===== config.mk =====
export PLATFORM = sky130hd
export DESIGN_NAME = tlb_refill
export DESIGN_NICKNAME = d
export VERILOG_FILES = /design/src/rtl/tlb_refill_pkg.sv /design/src/rtl/tlb_refill_plru.sv /design/src/rtl/tlb_refill.sv
export SDC_FILE = /design/constraint.sdc
export NUM_CORES = 1
export LEC_CHECK = 0
export ABC_AREA = 1
export BUFFER_PORTS_ARGS = -buffer_cell sky130_fd_sc_hd__buf_2
export CAP_MARGIN = 20
export CORE_ASPECT_RATIO = 1.2
export CORE_MARGIN = 4
export CORE_UTILIZATION = 25
export DETAILED_ROUTE_END_ITERATION = 7
export PLACE_DENSITY = 0.52
export SYNTH_ARGS = -nofsm -noshare
export SYNTH_HDL_FRONTEND = slang
export SYNTH_HIERARCHICAL = 1
export SYNTH_SLANG_ARGS = --single-unit

===== constraint.sdc =====
create_clock -name clk -period 6.5 [get_ports clk]
set_input_delay 0 -clock clk [delete_from_list [all_inputs] [get_ports clk]]
set_output_delay 0 -clock clk [all_outputs]
set_load 0.03 [all_outputs]

===== src/rtl/tlb_refill_pkg.sv =====
// Shared types and sizes for the TLB miss/refill path.
package tlb_pkg;
    localparam int ENTRIES = 8;
    localparam int VPN_W   = 27;
    localparam int ASID_W  = 7;
    localparam int PPN_W   = 20;
    localparam int TAG_W   = ASID_W + VPN_W;
    localparam int IDX_W   = 3;
    localparam int PLRU_W  = ENTRIES - 1;

    typedef enum logic [1:0] {
        S_READY           = 2'd0,
        S_REQUEST         = 2'd1,
        S_WAIT            = 2'd2,
        S_WAIT_INVALIDATE = 2'd3
    } state_e;

    // Index of the lowest set bit; 0 when nothing is set.
    function automatic logic [IDX_W-1:0] lowest_set(input logic [ENTRIES-1:0] v);
        lowest_set = '0;
        for (int i = ENTRIES - 1; i >= 0; i--) begin
            if (v[i]) lowest_set = IDX_W'(i);
        end
    endfunction
endpackage


===== src/rtl/tlb_refill_plru.sv =====
// 3-level tree pseudo-LRU for 8 ways. Node bit = 1 steers the victim to the right subtree.
module tlb_plru
    import tlb_pkg::*;
(
    input  logic             clk,
    input  logic             reset,
    input  logic             i_touch_en,
    input  logic [IDX_W-1:0] i_touch_way,
    output logic [IDX_W-1:0] o_victim
);
    logic [PLRU_W-1:0] r_tree;
    logic              w_v2, w_v1, w_v0;

    // Heap layout: node 0 is the root, nodes 1..2 level 1, nodes 3..6 level 2.
    assign w_v2 = r_tree[0];
    assign w_v1 = r_tree[3'd1 + {2'b00, w_v2}];
    assign w_v0 = r_tree[3'd3 + {1'b0, w_v2, w_v1}];
    assign o_victim = {w_v2, w_v1, w_v0};

    always_ff @(posedge clk or negedge reset) begin
        if (!reset) begin
            r_tree <= '0;
        end else if (i_touch_en) begin
            r_tree[0]                                <= ~i_touch_way[2];
            r_tree[3'd1 + {2'b00, i_touch_way[2]}]   <= ~i_touch_way[1];
            r_tree[3'd3 + {1'b0, i_touch_way[2:1]}]  <= ~i_touch_way[0];
        end
    end
endmodule


===== src/rtl/tlb_refill.sv =====
// TLB miss handling: captures the missing VPN, drives the page-table walker and fills the victim entry.
module tlb_refill
    import tlb_pkg::*;
(
    input  logic              clk,
    input  logic              reset,
    input  logic              io_req_valid,
    output logic              io_req_ready,
    input  logic [VPN_W-1:0]  io_req_bits_vpn,
    input  logic [ASID_W-1:0] io_ptw_ptbr_asid,
    input  logic              tlb_miss,
    input  logic [ENTRIES-1:0] hits,
    output logic              io_ptw_req_valid,
    input  logic              io_ptw_req_ready,
    output logic [VPN_W-1:0]  io_ptw_req_bits_addr,
    input  logic              io_ptw_resp_valid,
    input  logic              io_ptw_resp_bits_error,
    input  logic [PPN_W-1:0]  io_ptw_resp_bits_ppn,
    input  logic              io_ptw_invalidate,
    output logic [TAG_W-1:0]  tags_0,
    output logic [TAG_W-1:0]  tags_1,
    output logic [TAG_W-1:0]  tags_2,
    output logic [TAG_W-1:0]  tags_3,
    output logic [TAG_W-1:0]  tags_4,
    output logic [TAG_W-1:0]  tags_5,
    output logic [TAG_W-1:0]  tags_6,
    output logic [TAG_W-1:0]  tags_7,
    output logic [ENTRIES-1:0] valid,
    output logic [PPN_W-1:0]  ppns_0,
    output logic [PPN_W-1:0]  ppns_1,
    output logic [PPN_W-1:0]  ppns_2,
    output logic [PPN_W-1:0]  ppns_3,
    output logic [PPN_W-1:0]  ppns_4,
    output logic [PPN_W-1:0]  ppns_5,
    output logic [PPN_W-1:0]  ppns_6,
    output logic [PPN_W-1:0]  ppns_7,
    output logic              io_resp_xcpt
);
    state_e             r_state, w_state_nxt;
    logic [TAG_W-1:0]   r_tags [ENTRIES];
    logic [PPN_W-1:0]   r_ppns [ENTRIES];
    logic [ENTRIES-1:0] r_valid;
    logic [VPN_W-1:0]   r_vpn;
    logic [TAG_W-1:0]   r_refill_tag;
    logic [IDX_W-1:0]   r_victim;
    logic               r_xcpt;

    logic               w_miss;
    logic               w_fill;
    logic               w_walk_err;
    logic               w_hit_touch;
    logic [IDX_W-1:0]   w_plru_victim;
    logic [IDX_W-1:0]   w_miss_victim;

    assign w_miss      = (r_state == S_READY) && io_req_valid && tlb_miss;
    assign w_hit_touch = (r_state == S_READY) && io_req_valid && (|hits);
    assign w_fill      = (r_state == S_WAIT) && io_ptw_resp_valid && !io_ptw_resp_bits_error;
    assign w_walk_err  = (r_state == S_WAIT) && io_ptw_resp_valid && io_ptw_resp_bits_error;
    // Empty slots are consumed first; PLRU only chooses once the array is full.
    assign w_miss_victim = (&r_valid) ? w_plru_victim : lowest_set(~r_valid);

    tlb_plru u_plru (
        .clk         (clk),
        .reset       (reset),
        .i_touch_en  (w_fill || w_hit_touch),
        .i_touch_way (w_fill ? r_victim : lowest_set(hits)),
        .o_victim    (w_plru_victim)
    );

    // A response in S_WAIT always returns to ready, even when an invalidate lands on the same cycle.
    always_comb begin
        w_state_nxt = r_state;
        case (r_state)
            S_READY:
                if (w_miss) w_state_nxt = S_REQUEST;
            S_REQUEST:
                if (io_ptw_req_ready)
                    w_state_nxt = io_ptw_invalidate ? S_WAIT_INVALIDATE : S_WAIT;
                else if (io_ptw_invalidate)
                    w_state_nxt = S_READY;
            S_WAIT:
                if (io_ptw_resp_valid)      w_state_nxt = S_READY;
                else if (io_ptw_invalidate) w_state_nxt = S_WAIT_INVALIDATE;
            S_WAIT_INVALIDATE:
                if (io_ptw_resp_valid) w_state_nxt = S_READY;
            default: w_state_nxt = S_READY;
        endcase
    end

    always_ff @(posedge clk or negedge reset) begin
        if (!reset) begin
            r_state      <= S_READY;
            r_vpn        <= '0;
            r_refill_tag <= '0;
            r_victim     <= '0;
            r_xcpt       <= 1'b0;
        end else begin
            r_state <= w_state_nxt;
            r_xcpt  <= w_walk_err;
            if (w_miss) begin
                r_vpn        <= io_req_bits_vpn;
                r_refill_tag <= {io_ptw_ptbr_asid, io_req_bits_vpn};
                r_victim     <= w_miss_victim;
            end
        end
    end

    // Invalidate has priority over a same-cycle fill's valid bit.
    always_ff @(posedge clk or negedge reset) begin
        if (!reset) begin
            r_valid <= '0;
            for (int i = 0; i < ENTRIES; i++) begin
                r_tags[i] <= '0;
                r_ppns[i] <= '0;
            end
        end else begin
            if (io_ptw_invalidate) r_valid <= '0;
            else if (w_fill)       r_valid[r_victim] <= 1'b1;
            if (w_fill) begin
                r_tags[r_victim] <= r_refill_tag;
                r_ppns[r_victim] <= io_ptw_resp_bits_ppn;
            end
        end
    end

    assign io_req_ready         = (r_state == S_READY);
    assign io_ptw_req_valid     = (r_state == S_REQUEST);
    assign io_ptw_req_bits_addr = r_vpn;
    assign io_resp_xcpt         = r_xcpt;
    assign valid                = r_valid;

    assign tags_0 = r_tags[0];
    assign tags_1 = r_tags[1];
    assign tags_2 = r_tags[2];
    assign tags_3 = r_tags[3];
    assign tags_4 = r_tags[4];
    assign tags_5 = r_tags[5];
    assign tags_6 = r_tags[6];
    assign tags_7 = r_tags[7];
    assign ppns_0 = r_ppns[0];
    assign ppns_1 = r_ppns[1];
    assign ppns_2 = r_ppns[2];
    assign ppns_3 = r_ppns[3];
    assign ppns_4 = r_ppns[4];
    assign ppns_5 = r_ppns[5];
    assign ppns_6 = r_ppns[6];
    assign ppns_7 = r_ppns[7];
endmodule

==> results of run 1 <==
[flip-flops by register name, indices dropped and copies added, names as in the netlist, 8 cells and up]
name,cells
tags_5,34
valid,8
ppns_6,20
ppns_7,20
tags_1,34
ppns_2,20
tags_0,34
ppns_1,20
ppns_4,20
tags_6,34
r_refill_tag,8
ppns_0,20
tags_3,34
ppns_5,20
tags_7,34
ppns_3,20
tags_2,34
io_ptw_req_bits_addr,26
tags_4,34
[per-stage QoR]
stage	worst slack [ns]	instance area (um^2)	instances
3_5_place_dp	3.87	21400	3110
2_1_floorplan	4.46	18200	1753
5_1_grt	3.65	23900	3269
6_report	3.93	24000	3272
3_3_place_gp	3.94	21400	3110
4_1_cts	3.87	23900	3269
[final timing paths]
kind	from	endpoint	slack (ns)	cells past startpoint
hold / removal	hits[1]	u_plru/r_tree[3]	0.04	6
setup reg to reg	r_state[1]	tags_3[17]	3.93	8
max in group asynchronous	reset	tags_6[2]	4.53	5
hold reg to reg	ppns_3[2]	ppns_3[2]	0.48	2
setup / recovery	r_state[1]	tags_3[17]	3.93	8
min in group asynchronous	reset	tags_0[30]	0.54	4
[kinds of logic (layout without fill, tap and decap cells)]
kind of cell / after synthesis / count (layout) / synth area share, %
AOI/OAI and AO/OA: 503 / 503 / 14.4
adders and majority gates: 6 / 6 / 0.413
buffers and inverters: 220 / 801 / 5.99
DFF: 487 / 487 / 67.1
other: 0 / 3 / 0
and+or+nand+nor: 537 / 537 / 12.1
[Yosys cell counts, drive strengths merged]
| master | instances |
|---|---|
| nand2 | 502 |
| dfrtp | 487 |
| o21ai | 476 |
| inv | 89 |
| clkbuf | 76 |
| buf | 54 |
| a21oi | 17 |
| nand4 | 10 |
| nor2 | 10 |
| nand3 | 9 |
| a31oi | 7 |
| ha | 6 |
| nor3 | 4 |
| nand3b | 2 |
| clkinv | 1 |
| o211ai | 1 |
| o21a | 1 |
| o22ai | 1 |
[power by group]
group	total [mW]	internal (mW)	leakage (nW)	switching, mW
Sequential	4.16	3.74	6.62	0.423
Combinational	3.50	0.828	4.96	2.67
Clock	3.19	1.91	0.899	1.28
[area by class of cell]
cell class,count,area share (%)
diodes,3,0.0313
repair buffers,617,14.7
well taps,935,4.88
inverters,90,1.46
clock buffers,72,6.47
multi-input cells,1046,20.4
clock inverters,22,1.22
flip-flops and latches,487,50.9
[what timing repair did]
action / 4_1_cts / 5_1_grt
hold endpoints to repair: 548 / 0
hold buffers: 65 / 0
setup buffers: 0 / 0
endpoints found under the setup margin: 0 / 0
[critical path, cell delays in order, from the launching register on]
cell	delay, ns
dfrtp_1	0.41
nand2_2	0.09
nor2_2	0.10
nand2_2	0.15
clkinv_8	0.14
nand4_4	0.66
buf_4	0.61
nand2_1	0.13
o21ai_0	0.08
[routing by layer]
metal	GRT usage [%]	vias up	routed length, um
li1	-	6778	-
met3	4.14	120	4880
met4	5.50	2	2240
met5	0	-	13
met2	26.6	549	30200
met1	19.5	7078	25700
==> qor.csv, run 1 <==
stage,metric,value,unit
timing,f_max,389,MHz
route,DR vias/cell,4.44,
final_layout,"commonest non-fill, non-tap cell in the layout",buf_2,
timing,final hold vios,0,
hold_path,Hold Path Class,in -> reg,
placement,port bufs,539,
yosys,sequential area share after synthesis,67.1,%
floorplanning,Die Area,77000,um^2
cts,CTS buffer count,53,
route,drt total wl,63.0,mm
power_and_ir_drop,VDD IR-drop max,0.282,mV
route,DRT Pass-1 Iters,5,
yosys,mapped cell area,18200,um^2
cts,Skew-Pair Late Insertion Delay,0.59,ns
timing,Setup Skew,0.00913,ns
power_and_ir_drop,P_leak,12.5,nW
run_status,outcome,"complete, no violations",
global_route,GRT Util Overall,15.7,%
timing,setup TNS,0,ns
cts,post_cts resized,0,
critical_path,CP Data Arrival Time,3.01,ns
route,DR vias,14527,
yosys,yosys warns,6,
cts,clk root buf,clkbuf_16,
timing,Slew @ Worst Pin,1.01,ns
final_layout,final core utilization,33.2,%
flow_run,maxcap violations,0,
route,Final ANT Viol Nets,0,
placement,Placer Congestion,0.783,
global_route,largest net degree at the start of global routing,170,
route,WL/cell,19.2,um
floorplanning,CORE AREA,72200,um^2
yosys,top cell type's share of synthesized area,67.1,%
final_layout,layout cells sized above 1,29.1,%
critical_path,Worst Setup Path Type,reg -> reg,
timing,hold_ws,0.0368,ns
critical_path,endpoint class of the critical path,register,
yosys,"Net Count, Synth",1829,
timing,Period minus WS final,2.57,ns
global_route,vias in the first global route,14504,
timing,Slew HR,32.4,%
floorplanning,Die Wd,254,um
yosys,Cells after Synth,1753,
floorplanning,IO Pins,540,
yosys,syn avg cell area,10.4,um^2
power_and_ir_drop,Tot Pwr,10.9,mW
cts,clock tree buffer depth,3,
yosys,Synth area leader,dfrtp_1,
placement,DP HPWL,43.2,mm
timing,crit share post-route,39.5,%
cts,clk sinks,487,
final_layout,register area,12200,um^2
global_route,global-route wire length before repair,93.2,mm
final_layout,Fillers,7450,
yosys,register bit total from synthesis,487,
critical_path,worst-path maximum fanout,58,
floorplanning,Die H,303,um
route,DR iter-0 viols,957,
final_layout,Area Growth Syn to Fin,31.9,%
timing,max-slew violations,0,
cts,H-tree lvl count,2,
global_route,grt ovf,0,
global_route,initial antenna violation count,6,
timing,final setup vio count,0,
yosys,synth top area cells,"dfrtp_1 67%, o21ai_0 11%, nand2_1 10%, inv_1 1.8%, clkbuf_1 1.6%",
critical_path,CP Launch Type,register,
cts,CTS tree,yes,
final_layout,Multi-input gate area,4890,um^2
power_and_ir_drop,Pwr Density,453,nW/um^2
timing,RSZ-0062 raised after global routing,false,
final_layout,"commonest non-fill, non-tap cells in the layout","538 x buf_2, 500 x nand2_1, 487 x dfrtp_1",
cts,Clock Pin Slew Worst Setup and Hold Paths,0.06,ns
floorplanning,Initial Utilization,25.2,%
route,# DRC,0,
final_layout,Final #Nets,2371,
critical_path,worst path required time,6.95,ns
yosys,Yosys cell types,27,
floorplanning,# rows,108,
Note: power is estimated with default switching activity, not from simulation.
==> run 2: changes to the inputs <==
--- a/config.mk
+++ b/config.mk
@@ -12,7 +12,7 @@
 export CORE_MARGIN = 4
 export CORE_UTILIZATION = 25
 export DETAILED_ROUTE_END_ITERATION = 7
-export PLACE_DENSITY = 0.52
+export PLACE_DENSITY = 0.53
 export SYNTH_ARGS = -nofsm -noshare
 export SYNTH_HDL_FRONTEND = slang
 export SYNTH_HIERARCHICAL = 1
==> constraint.sdc (replaced) <==
create_clock -name clk -period 2.25 [get_ports clk]
set_input_delay 0 -clock clk [delete_from_list [all_inputs] [get_ports clk]]
set_output_delay 0 -clock clk [all_outputs]
set_load 0.03 [all_outputs]
==> qor.csv, run 2 (synthesis results as in run 1) <==
stage,metric,value,unit,change
cts,clk sinks,487,,unchanged
cts,Post-CTS Setup Inserts,0,,unchanged
power_and_ir_drop,P_leak,12.7,nW,+1.5%
final_layout,"commonest non-fill, non-tap cell in the layout",buf_2,,
critical_path,worst-path maximum fanout,4,,-93%
route,drt total wl,64.4,mm,+2.3%
route,DR vias,14714,,+1.3%
cts,CTS tree,yes,,
flow_run,maxcap violations,0,,unchanged
final_layout,"commonest non-fill, non-tap cells in the layout","538 x buf_2, 500 x nand2_1, 487 x dfrtp_1",,
final_layout,layout cells sized above 1,29.6,%,+0.47 points
final_layout,final cell count without fillers,3298,,+0.79%
cts,clk root buf,clkbuf_16,,
route,WL/cell,19.5,um,+1.5%
global_route,GRT Util Overall,16.0,%,+0.29 points
floorplanning,Die Wd,254,um,unchanged
critical_path,endpoint class of the critical path,register,,
floorplanning,Initial Utilization,25.2,%,unchanged
global_route,GR peak layer,met2,,
critical_path,CP Data Arrival Time,2.56,ns,-0.45 ns
route,DRT Pass-1 Iters,7,,+2
route,DR vias/cell,4.46,,+0.49%
placement,DP HPWL,45.5,mm,+5.3%
final_layout,Final #Nets,2398,,+1.1%
run_status,outcome,"complete, no violations",,
timing,Period minus WS final,2.04,ns,-0.529 ns
timing,final hold vios,0,,unchanged
timing,Slew @ Worst Pin,0.711,ns,-0.302 ns
timing,Setup Skew,0.0155,ns,+0.00640 ns
final_layout,Fillers,7379,,-0.95%
power_and_ir_drop,VDD IR-drop max,0.820,mV,+190%
global_route,largest net degree at the start of global routing,100,,-41%
global_route,GR Layer Usage met2,27.3,%,+0.74 points
placement,port bufs,539,,unchanged
timing,Slew HR,52.6,%,+20 points
route,# DRC,0,,unchanged
floorplanning,Die Area,77000,um^2,unchanged
timing,crit share post-route,90.7,%,+51 points
critical_path,CP Launch Type,register,,
cts,Clock Pin Slew Worst Setup and Hold Paths,0.06,ns,about the same
global_route,grt ovf,0,,unchanged
placement,DP Cell Count,3138,,+0.90%
placement,Placer Congestion,0.794,,+1.4%
timing,final setup vio count,0,,unchanged
global_route,vias in the first global route,14921,,+2.9%
global_route,met3 global-route usage,4.69,%,+0.56 points
cts,post_cts resized,0,,unchanged
final_layout,Area Growth Syn to Fin,33.6,%,
timing,max-slew violations,0,,unchanged
floorplanning,CORE AREA,72200,um^2,unchanged
global_route,initial antenna violation count,3,,-3
power_and_ir_drop,Pwr Density,1280,nW/um^2,+180%
cts,H-tree lvl count,2,,unchanged
final_layout,cell area after layout,24300,um^2,+1.3%
timing,f_max,490,MHz,+26%
hold_path,Hold Path Class,in -> reg,,
floorplanning,Die H,303,um,unchanged
global_route,global-route wire length before repair,94.6,mm,+1.5%
critical_path,worst path required time,2.77,ns,-4.18 ns
critical_path,R2R setup slack,0.21,ns,-3.72 ns
floorplanning,# rows,108,,unchanged
global_route,met1 Use GR,19.5,%,-0.046 points
final_layout,register area,12200,um^2,unchanged
route,Final ANT Viol Nets,0,,unchanged
critical_path,Worst Setup Path Type,reg -> reg,,
final_layout,Multi-input gate area,4890,um^2,unchanged
timing,hold_ws,0.0976,ns,+0.0609 ns
timing,setup TNS,0,ns,unchanged
floorplanning,IO Pins,540,,unchanged
timing,RSZ-0062 raised after global routing,false,,
cts,clock tree buffer depth,3,,unchanged
cts,CTS buffer count,52,,-1.9%
route,DR iter-0 viols,950,,-0.73%
cts,Skew-Pair Late Insertion Delay,0.59,ns,about the same
placement,Placed Instance Area,21800,um^2,+1.9%
run 2: cell count changes in the layout (fill, tap and decap cells not counted), sizes merged:
| cell | delta |
|---|---|
| inv | -2 |
| bufinv | -1 |
| buf | +28 |
| diode | -1 |
| clkbuf | +5 |
| clkinvlp | -3 |
run 2: area by class of cell:
type                       count  share of cell area, %
multi-input combinational   1046                   20.1
clock buffer                  77                   6.25
inverter                      90                   1.44
timing repair buffer         645                   16.2
sequential                   487                   50.2
clock inverter                16                  0.918
tap                          935                   4.82
antenna                        2                 0.0206
run 2: final timing paths:
check | cells past startpoint | end | start
max | 6 | r_state[1] | r_state[1]
min | 7 | u_plru/r_tree[5] | hits[0]
max reg2reg | 6 | r_state[1] | r_state[1]
min reg2reg | 2 | tags_0[4] | tags_0[4]
max in group asynchronous | 3 | tags_7[24] | reset
min in group asynchronous | 3 | ppns_4[15] | reset
run 2: where the power goes:
group | internal [mW] | switching, mW | total [mW]
sequential | 10.8 | 1.25 | 12.0
clock | 5.22 | 3.55 | 8.77
combinational | 2.48 | 7.76 | 10.2
total | 18.5 | 12.6 | 31.1
run 2: worst max-delay path, cell delays in order (launching register included):
cell           delay, ns
dfrtp_1             0.42
nor2_1              0.28
nand3_1             0.27
nand2_1             0.12
nand3_1             0.11
o21ai_0             0.20
dlygate4sd3_1       0.58
run 2: per-stage QoR:
step | power [mW] | utilization [%] | worst slack, ns
global placement | 22.3 | 30.3 | 0.361
floorplan | 18.6 | - | 0.206
detailed placement | 22.4 | 30.3 | 0.353
global route | 32.8 | 33.6 | 0.0951
CTS | 31.5 | 33.6 | 0.324
finish | 31.1 | 33.6 | 0.210
run 2: per-layer routing:
metal  vias to the layer above  wire length [um]
met5                         -                 0
met4                         0              2180
met1                      7181             25800
li1                       6850                 -
met3                       113              5240
met2                       570             31200
run 2: what timing repair did:
item | 4_1_cts | 5_1_grt
hold buffers | 65 | 0
endpoints found under the setup margin | 0 | 0
hold endpoints to repair | 627 | 0
==> run 3: changes to the inputs <==
--- a/config.mk
+++ b/config.mk
@@ -5,14 +5,13 @@
 export SDC_FILE = /design/constraint.sdc
 export NUM_CORES = 1
 export LEC_CHECK = 0
-export ABC_AREA = 1
+export ABC_AREA = 0
 export BUFFER_PORTS_ARGS = -buffer_cell sky130_fd_sc_hd__buf_2
 export CAP_MARGIN = 20
-export CORE_ASPECT_RATIO = 1.2
 export CORE_MARGIN = 4
-export CORE_UTILIZATION = 25
+export CORE_UTILIZATION = 47
 export DETAILED_ROUTE_END_ITERATION = 7
-export PLACE_DENSITY = 0.53
+export PLACE_DENSITY = 0.83
 export SYNTH_ARGS = -nofsm -noshare
 export SYNTH_HDL_FRONTEND = slang
 export SYNTH_HIERARCHICAL = 1
==> constraint.sdc (replaced) <==
create_clock -name clk -period 1.85 [get_ports clk]
set_input_delay 0 -clock clk [delete_from_list [all_inputs] [get_ports clk]]
set_output_delay 0 -clock clk [all_outputs]
set_load 0.03 [all_outputs]
==> qor.csv, run 3 <==
stage,metric,value,unit,change
run_status,outcome,"finished, violations left",,
run_status,failing checks,setup timing,,
final_layout,"commonest non-fill, non-tap cells in the layout","538 x buf_2, 486 x dfrtp_1, 377 x mux2_2",,
timing,final hold vios,0,,unchanged
placement,DP HPWL,37.0,mm,-19%
flow_run,maxcap violations,0,,unchanged
hold_path,WHS Path Cells,4,,-3
yosys,Synth area leader,dfrtp_1,,
floorplanning,# rows,73,,-32%
timing,RSZ-0062 raised after global routing,true,,
yosys,mapped cell area,19000,um^2,+4.4%
timing,Setup Skew,0.0257,ns,+0.0101 ns
hold_path,hold_sp,io_req_valid,,
yosys,most common cell in the synthesized netlist,dfrtp_1,,
critical_path,crit path cell chain,nand4bb_4 > buf_6 > or4_4 > buf_12 > mux2_4,,
global_route,largest net degree at the start of global routing,55,,-45%
critical_path,largest delay contributor family on the critical path,simple AND/OR/NAND/NOR gates,,
yosys,Yosys cell types,48,,+78%
final_layout,Final #Nets,1867,,-22%
yosys,yosys warns,6,,unchanged
yosys,"Net Count, Synth",1219,,-33%
hold_path,Hold Path Class,in -> reg,,
final_layout,"commonest non-fill, non-tap cell in the layout",buf_2,,
floorplanning,Die Area,43600,um^2,-43%
timing,Slew @ Worst Pin,0.617,ns,-0.0945 ns
timing,final setup vio count,64,,+64
route,DR iter-0 viols,718,,-24%
timing,Slew HR,58.9,%,+6.3 points
critical_path,CP Launch Type,register,,
timing,max-slew violations,0,,unchanged
placement,Placed Instance Area,22600,um^2,+3.4%
critical_path,worst-path maximum fanout,33,,+29
floorplanning,Initial Utilization,47.6,%,+22 points
yosys,register bit total from synthesis,487,,unchanged
placement,DP Cell Count,2185,,-30%
floorplanning,Die H,209,um,-31%
route,DR vias/cell,5.35,,+20%
critical_path,Reg2Reg Depth,5,,-1
placement,Setup WS pre-CTS,-0.0936,ns,-0.446 ns
placement,port bufs,539,,unchanged
cts,CTS tree,yes,,
yosys,synth top area cells,"dfrtp_1 64%, mux2_2 25%, mux2_4 4.0%, buf_4 1.6%, buf_2 0.84%",,
yosys,top cell type's share of synthesized area,64.3,%,-2.8 points
critical_path,R2R Path Start,r_state[0],,
timing,crit share post-route,103,%,+13 points
timing,hold_ws,0.0485,ns,-0.0491 ns
power_and_ir_drop,Clk pwr share,31.9,%,+3.7 points
cts,H-tree lvl count,2,,unchanged
yosys,Synth Flop Type,dfrtp_1,,
cts,clk sinks,487,,unchanged
yosys,Cells after Synth,1143,,-35%
route,Final ANT Viol Nets,0,,unchanged
route,drt total wl,57.4,mm,-11%
floorplanning,CORE AREA,39800,um^2,-45%
cts,clk root buf,clkbuf_16,,
timing,Worst Slack Setup Final,-0.0641,ns,-0.274 ns
global_route,GRT Util Overall,25.0,%,+9.0 points
cts,Skew-Pair Late Insertion Delay,0.57,ns,-0.02 ns
floorplanning,Die Wd,209,um,-18%
critical_path,Worst Setup Path Type,reg -> reg,,
placement,Placer Congestion,0.880,,+11%
power_and_ir_drop,Sw Ratio,33.9,%,-6.5 points
critical_path,worst reg2reg endpoint,tags_4[11],,
power_and_ir_drop,Seq pwr share,44.3,%,+5.5 points
critical_path,R2R setup slack,-0.06,ns,-0.27 ns
yosys,Post-synth top cells,"487 x dfrtp_1, 415 x mux2_2, 50 x mux2_4",,
route,DR vias,12573,,-15%
cts,clock tree buffer depth,3,,unchanged
route,# DRC,0,,unchanged
yosys,number of flops mapped to enable cells by yosys,0,,unchanged
cts,CTS buffer count,48,,-7.7%
timing,f_max,522,MHz,+6.6%
route,WL/cell,24.4,um,+25%
power_and_ir_drop,combinational share of power,23.8,%,-9.2 points
global_route,initial antenna violation count,0,,-3
power_and_ir_drop,P_leak,14.1,nW,+11%
hold_path,end of the worst hold path,u_plru/r_tree[3],,
critical_path,endpoint class of the critical path,register,,
final_layout,Area Growth Syn to Fin,33.8,%,
final_layout,cell area after layout,25400,um^2,+4.6%
global_route,global-route wire length before repair,85.1,mm,-10%
critical_path,slowest CP cell,or4_4,,
global_route,grt ovf,0,,unchanged
yosys,asr flop ratio synth,100,%,unchanged
power_and_ir_drop,VDD IR-drop max,1.22,mV,+49%
critical_path,CP Data Arrival Time,2.36,ns,-0.20 ns
yosys,syn avg cell area,16.6,um^2,+60%
yosys,sequential area share after synthesis,64.3,%,-2.8 points
floorplanning,IO Pins,540,,unchanged
final_layout,layout cells sized above 1,65.0,%,+35 points
timing,Period minus WS final,1.91,ns,-0.126 ns
power_and_ir_drop,Sw Pwr,10.8,mW,-14%
critical_path,Worst Path Buf+Inv,2,,+1
power_and_ir_drop,Pwr Density,1250,nW/um^2,-2.0%
power_and_ir_drop,Int Pwr,21.0,mW,+14%
critical_path,worst path required time,2.29,ns,-0.48 ns
final_layout,final cell count without fillers,2352,,-29%
global_route,vias in the first global route,13752,,-7.8%
route,DRT Pass-1 Iters,4,,-3
cts,Clock Pin Slew Worst Setup and Hold Paths,0.06,ns,about the same
critical_path,CP peak stage delay,0.46,ns,-0.12 ns
run 3: stage by stage:
stage	setup TNS, ns	power, mW	util (%)
4_1_cts	-0.995	31.9	62.7
2_1_floorplan	-2.22	18.9	-
3_5_place_dp	-4.39	21.6	56.7
5_1_grt	-5.80	33.0	63.7
3_3_place_gp	-0.267	21.3	56.7
6_report	-1.79	31.8	63.7
run 3: layout make-up:
type / instances / area (um^2)
diodes: 2 / 5.00
clock buffers: 69 / 1390
clock inverters: 15 / 240
fillers: 2765 / 14400
inverters: 8 / 30.0
multi-input cells: 563 / 6380
flip-flops and latches: 487 / 12200
well taps: 525 / 657
repair buffers: 683 / 4480
run 3: worst min-delay path, stage by stage:
cell	delay (ns)
buf_2	0.11
o211ai_1	0.13
nand2_2	0.22
a31oi_1	0.11
run 3: power by group through the flow:
stage | Clock [mW] | Combinational (mW) | Sequential [mW]
after CTS | 10.3 | 7.56 | 14.1
after global routing | 10.7 | 7.94 | 14.3
after global placement | 0 | 7.25 | 14.1
after floorplan | 0 | 3.17 | 15.7
after detailed placement | 0 | 7.38 | 14.2
final | 10.1 | 7.58 | 14.1
run 3: worst max-delay path by stage:
stage                     from                to  slack [ns]  cells after the start
floorplan           r_state[1]  u_plru/r_tree[0]       -0.16                     10
global placement    r_state[0]  u_plru/r_tree[0]       -0.03                      8
detailed placement  r_state[0]        tags_6[21]       -0.09                      6
CTS                 r_state[0]        ppns_6[10]       -0.07                      7
global route        r_state[0]  u_plru/r_tree[0]       -0.11                      8
finish              r_state[0]        tags_4[11]       -0.06                      5
run 3: timing repair:
action,in CTS,in global routing
pin swaps,0,3
gates cloned,2,7
buffers inserted,1,9
gates resized for setup,13,40
endpoints found under the hold margin,655,0
hold buffers,63,0
endpoints found under the setup margin,118,192
run 3: cells by family (layout without fill, tap and decap cells):
family                     Yosys count  after routing  share of synthesized area (%)
xor gates and xnor gates             1              1                         0.0462
adders and majority gates            6              6                          0.396
and+or+nand+nor                     49             49                           1.55
buffers and inverters               93            775                           3.39
muxes                              474            474                           29.1
AOI/OAI and AO/OA                   33             33                           1.23
DFF                                487            487                           64.3
other                                0              2                              0
run 3: metal layers:
layer | vias to the layer above | GRT usage (%) | share of wire, %
li1 | 5335 | - | -
met1 | 6588 | 31.3 | 39
met2 | 536 | 42.4 | 50
met3 | 114 | 6.53 | 7.8
met4 | 0 | 8.78 | 3.3
met5 | - | 0 | 0
